## src/rtl/cpu_defs.sv

```systemverilog
// Shared definitions for the 16-bit pipelined CPU: widths, reset PC, bubble opcode.
// Latency: none; this package holds constants and types only.
// Backpressure: none; imported by fetch, instruction memory, decode and pipe registers.
package cpu_defs;

  localparam int INSTR_W = 16;
  localparam int ADDR_W  = 16;

  typedef logic [ADDR_W-1:0]  addr_t;
  typedef logic [INSTR_W-1:0] instr_t;

  localparam instr_t NOP_INSTR = 16'h0800;
  localparam addr_t  RESET_PC  = 16'h0000;

  // Sequential successor of a PC; wraps modulo 2^16.
  function automatic addr_t pc_next(input addr_t pc);
    return pc + 16'd1;
  endfunction

endpackage

```

## src/rtl/if_id_reg.sv

```systemverilog
// IF/ID pipeline register: holds the fetched instruction, its PC+1 and a valid flag.
// Latency: one cycle from load to outputs; outputs come straight from flops.
// Backpressure: with neither load nor bubble asserted the register holds (stall).
module if_id_reg
  import cpu_defs::*;
#(
  parameter instr_t BUBBLE_INSTR = cpu_defs::NOP_INSTR
) (
  input  logic   CLK,
  input  logic   RST,
  input  logic   load,
  input  logic   bubble,
  input  addr_t  pc_in,
  input  instr_t instr_in,
  output addr_t  id_pc,
  output instr_t id_instr,
  output logic   id_valid
);

  // Reset > load > bubble > hold; a bubble clears the instruction but keeps the branch base.
  always_ff @(posedge CLK) begin
    if (RST) begin
      id_pc    <= '0;
      id_instr <= BUBBLE_INSTR;
      id_valid <= 1'b0;
    end else if (load) begin
      id_pc    <= pc_in;
      id_instr <= instr_in;
      id_valid <= 1'b1;
    end else if (bubble) begin
      id_instr <= BUBBLE_INSTR;
      id_valid <= 1'b0;
    end
  end

endmodule

```

## src/rtl/instr_fetch_stage.sv

```systemverilog
// Instruction fetch: owns the PC, paces each SRAM access over MEM_LAT cycles, fills IF/ID.
// Latency: first valid instruction MEM_LAT cycles after reset release; one per MEM_LAT cycles.
// Backpressure: stall_i freezes PC, phase and IF/ID; redirect_i overrides stall and aborts the fetch.
module instr_fetch_stage #(
  parameter logic [cpu_defs::ADDR_W-1:0]  RESET_PC  = cpu_defs::RESET_PC,
  parameter int                           MEM_LAT   = 2,
  parameter logic [cpu_defs::INSTR_W-1:0] NOP_INSTR = cpu_defs::NOP_INSTR
) (
  input  logic                           CLK,
  input  logic                           RST,
  output logic [cpu_defs::ADDR_W-1:0]    mem_addr,
  input  logic [cpu_defs::INSTR_W-1:0]   mem_instr,
  input  logic                           stall_i,
  input  logic                           redirect_i,
  input  logic [cpu_defs::ADDR_W-1:0]    redirect_pc_i,
  output logic [cpu_defs::ADDR_W-1:0]    id_pc_o,
  output logic [cpu_defs::INSTR_W-1:0]   id_instr_o,
  output logic                           id_valid_o
);

  import cpu_defs::*;

  // Phase index of the edge on which the memory word is valid (MEM_LAT is 1..4).
  localparam logic [1:0] LAST_PHASE = 2'(MEM_LAT - 1);

  addr_t      pc;
  logic [1:0] phase;
  logic       fetch_done;
  logic       if_load;
  logic       if_bubble;

  assign fetch_done = (phase == LAST_PHASE);
  assign mem_addr   = pc;

  // IF/ID control: redirect squashes, stall holds, otherwise capture on the last phase.
  always_comb begin
    if_load   = 1'b0;
    if_bubble = 1'b0;
    if (redirect_i) begin
      if_bubble = 1'b1;
    end else if (!stall_i) begin
      if (fetch_done) begin
        if_load = 1'b1;
      end else begin
        if_bubble = 1'b1;
      end
    end
  end

  // PC and access phase; an aborted or reset fetch simply restarts at phase 0.
  always_ff @(posedge CLK) begin
    if (RST) begin
      pc    <= RESET_PC;
      phase <= 2'd0;
    end else if (redirect_i) begin
      pc    <= redirect_pc_i;
      phase <= 2'd0;
    end else if (!stall_i) begin
      if (fetch_done) begin
        pc    <= pc_next(pc);
        phase <= 2'd0;
      end else begin
        phase <= phase + 2'd1;
      end
    end
  end

  if_id_reg #(
    .BUBBLE_INSTR(NOP_INSTR)
  ) u_if_id (
    .CLK      (CLK),
    .RST      (RST),
    .load     (if_load),
    .bubble   (if_bubble),
    .pc_in    (pc_next(pc)),
    .instr_in (mem_instr),
    .id_pc    (id_pc_o),
    .id_instr (id_instr_o),
    .id_valid (id_valid_o)
  );

endmodule

```

## config.mk

```make
export PLATFORM = sky130hd
export DESIGN_NAME = instr_fetch_stage
export DESIGN_NICKNAME = d
export VERILOG_FILES = /design/src/rtl/cpu_defs.sv /design/src/rtl/if_id_reg.sv /design/src/rtl/instr_fetch_stage.sv
export SDC_FILE = /design/constraint.sdc
export NUM_CORES = 1
export LEC_CHECK = 0
export CAP_MARGIN = 5
export CORE_ASPECT_RATIO = 0.5
export CORE_MARGIN = 4
export CORE_UTILIZATION = 44
export CTS_CLUSTER_SIZE = 16
export DETAILED_ROUTE_END_ITERATION = 6
export MAX_ROUTING_LAYER = met4
export PLACE_DENSITY = 0.83
export SLEW_MARGIN = 15
export SYNTH_ARGS = -nofsm -noshare
export SYNTH_HDL_FRONTEND = slang
export SYNTH_SLANG_ARGS = --single-unit
```

## constraint.sdc

```tcl
create_clock -name CLK -period 3.1 [get_ports CLK]
set_input_delay 0.93 -clock CLK [delete_from_list [all_inputs] [get_ports CLK]]
set_output_delay 0.93 -clock CLK [all_outputs]
set_load 0.01 [all_outputs]
```

==> impl_metrics.csv <==
group,metric,value,unit
outcome,status,"finished, final reports clean",
synthesis,yosysSeqAreaShare,45.2,%
route,vias_per_cell,5.38,
timing,grt_setup_unrepaired,"false",
min_path,hold_path_class,"reg -> reg",
cells_and_area,final_layout_size_suffix_gt1_share,5.28,%
synthesis,synth.distinct_cells,38,
cts,holdBufCountCts,0,
route,drc,0,
cts,post_cts_buffers,0,
floorplanning,rows,18,
cts,clkSinkCount,51,
placed_design,placed_area,3180,um2
floorplanning,core_area,4950,um2
route,wl_per_cell,14.7,um
power_and_ir_drop,p_per_area,410,nW/um2
cells_and_area,diodes,0,
synthesis,synth_area,2260,um2
timing,finalCritPeriodShare,83.9,%
worst_setup_path,crit_fanout,2,
timing,maxSlewViolCount,0,
worst_setup_path,cp_slowest_stage_delay,0.47,ns
global_routing,grt.overflow.total,0,
floorplanning,die_w,109,um
worst_setup_path,rrSetupSlack,0.61,ns
timing,final.setup.tns,0,ns
worst_setup_path,cp_slowest_cell,"or4_1",
cts,cts_max_level,2,
cells_and_area,design_area,3290,um2
cts,cts_inserted_buffers,5,
synthesis,synth_edf_count,0,
synthesis,synth.avg_cell_area,8.56,um2
worst_setup_path,worstPathArrival,2.82,ns
timing,postLayoutSetupSlackWorst,0.500,ns
timing,period_minus_slack,2.60,ns
power_and_ir_drop,cellLeakagePower,1.05,nW
min_path,min-delay-start,"u_if_id.id_valid$_SDFFE_PP0P_",
cts,cts.clk_slew.worst_paths,0.09,ns
placed_design,numPortBuffers,84,
worst_setup_path,critPathLaunchType,"input port",
cts,cts_tree,"yes",
min_path,worstHoldPathCells,2,
timing,slew-limit-headroom,60.7,%
floorplanning,die_area,6420,um2
synthesis,synthCells,264,
timing,holdWs,0.473,ns
synthesis,ys_ff_latch,51,
timing,worst_pin_slew,0.581,ns
timing,fmax,385,MHz
floorplanning,initial_core_util,45.6,%
run,maxCapViolCount,0,
cts,clk_latency,0.30,ns
global_routing,grt_pass1_wl,10.2,mm
timing,hold_viol,0,
synthesis,syn_nets,301,
global_routing,antenna_found_initial,0,
route,totalWireLength,6.06,mm
power_and_ir_drop,irDropWorstVdd,0.000233,V
placed_design,place_congestion,0.852,
global_routing,grt_use_total,20.4,%
synthesis,yosys_warnings,0,
timing,setup_violations,0,
cts,cts_max_path_buffers,2,
worst_setup_path,crit_type,"in -> reg",
global_routing,grt_pass1_vias,2231,
floorplanning,ioPinCount,85,
route,antenna_left,0,
worst_setup_path,path_cells,"clkdlybuf4s50_1, or3b_1, or3_1, or4_1, a311oi_1",
cells_and_area,fin_nets,378,
cells_and_area,syn_to_final_growth,45.4,%
timing,fin_skew,0.00830,ns
route,vias,2212,
worst_setup_path,r2r-end,"mem_addr[14]$_SDFFE_PP0P_",
global_routing,grt_max_degree,35,
cts,cts_root_buf,"clkbuf_8",
synthesis,synthArstFlopShare,0,%
worst_setup_path,ff2ff_path_depth,5,
cts,cts-resized-gates,0,
route,detailedRoute.firstPassIterationCount,4,
placed_design,hpwl,4.41,mm
synthesis,synth_ff_type,"dfxtp_1",
worst_setup_path,r2r-start,"mem_addr[0]$_SDFFE_PP0P_",
route,drt-initial-drc-count,140,
min_path,hold_end,"u_if_id.id_valid$_SDFFE_PP0P_",
worst_setup_path,critPathRequiredTime,3.32,ns
floorplanning,die_y,58.7,um
placed_design,pre_cts_slack,0.185,ns
worst_setup_path,critPathCaptureType,"register",
layer usage:
layer / vias to the layer above / wire length [um] / share of wire [%] / GRT usage (%)
met5: - / 0 / 0 / -
met4: 0 / 66 / 1.1 / 6.04
met3: 8 / 367 / 6.1 / 4.60
met2: 80 / 2950 / 49 / 34.1
met1: 1028 / 2680 / 44 / 24.9
li1: 1096 / - / - / -
critical path: cells and delay by family:
family          cells  cell delay [ns]
compound gates      1             0.24
simple gates        3             1.23
buf+inv             1             0.41
cells by family after synthesis:
kind of cell | after synthesis | share of synthesized area [%]
and+or+nand+nor | 102 | 21.8
AOI/OAI and AO/OA | 59 | 18.9
DFF | 51 | 45.2
buffers and inverters | 28 | 4.71
xor gates and xnor gates | 23 | 8.91
adders and majority gates | 1 | 0.554
synthesized netlist by cell type (5+ instances only):
library cell / number / area [um2]
a211oi_1: 21 / 158
a21oi_1: 6 / 30.0
a22oi_1: 15 / 113
clkbuf_1: 17 / 63.8
dfxtp_1: 51 / 1020
inv_1: 5 / 18.8
nand2_1: 15 / 56.3
nand3_1: 7 / 35.0
nand4_1: 7 / 43.8
nor2_1: 44 / 165
nor3_1: 5 / 25.0
nor4_1: 7 / 43.8
xnor2_1: 17 / 149
xor2_1: 6 / 52.6
state kept, by name (all words and copies together), names as in the netlist:
signal,cells
mem_addr,16
phase,2
u_if_id.id_instr,16
u_if_id.id_pc,16
u_if_id.id_valid,1
where the power goes:
part / switching, mW / total [mW] / internal (mW) / leakage, nW
Clock: 0.217 / 0.453 / 0.236 / 0.0502
Sequential: 0.0332 / 0.709 / 0.676 / 0.416
Combinational: 0.0761 / 0.185 / 0.109 / 0.587
Total: 0.326 / 1.35 / 1.02 / 1.05
placed cells by master, fill, tap and decap left out, types with 4 or more instances in the layout:
cell	instances
clkbuf_8	5
xor2_1	6
buf_4	7
nand4_1	7
a211oi_1	21
nor2_1	43
nor4_1	7
nor3_1	5
a22oi_1	15
inv_1	5
nand3_1	7
nand2_1	15
a21oi_1	6
clkdlybuf4s50_1	84
nor3b_1	4
xnor2_1	17
dfxtp_1	51
stage by stage:
| step | total power [mW] | cells | utilization, % |
|---|---|---|---|
| global placement | 0.905 | 404 | 64.2 |
| finish | 1.35 | 411 | 66.3 |
| detailed placement | 0.909 | 404 | 64.2 |
| global route | 1.41 | 411 | 66.3 |
| CTS | 1.36 | 411 | 66.3 |
| floorplan | 0.798 | 264 | - |
worst max path at each step:
stage / endpoint / cells after the start / slack (ns) / from
2_1_floorplan: mem_addr[14]$_SDFFE_PP0P_ / 5 / 0.55 / stall_i
3_3_place_gp: mem_addr[14]$_SDFFE_PP0P_ / 5 / 0.21 / stall_i
3_5_place_dp: mem_addr[14]$_SDFFE_PP0P_ / 5 / 0.19 / stall_i
4_1_cts: mem_addr[14]$_SDFFE_PP0P_ / 5 / 0.51 / stall_i
5_1_grt: mem_addr[14]$_SDFFE_PP0P_ / 5 / 0.41 / stall_i
6_report: mem_addr[14]$_SDFFE_PP0P_ / 5 / 0.50 / stall_i
area by class of cell:
| class | instances | area (um2) |
|---|---|---|
| multi-input cells | 185 | 1130 |
| well taps | 70 | 87.6 |
| clock buffers | 5 | 68.8 |
| inverters | 6 | 22.5 |
| fillers | 414 | 1670 |
| repair buffers | 92 | 913 |
| clock inverters | 2 | 37.5 |
| flip-flops and latches | 51 | 1020 |
No activity file was read; power rests on OpenSTA's default activity.
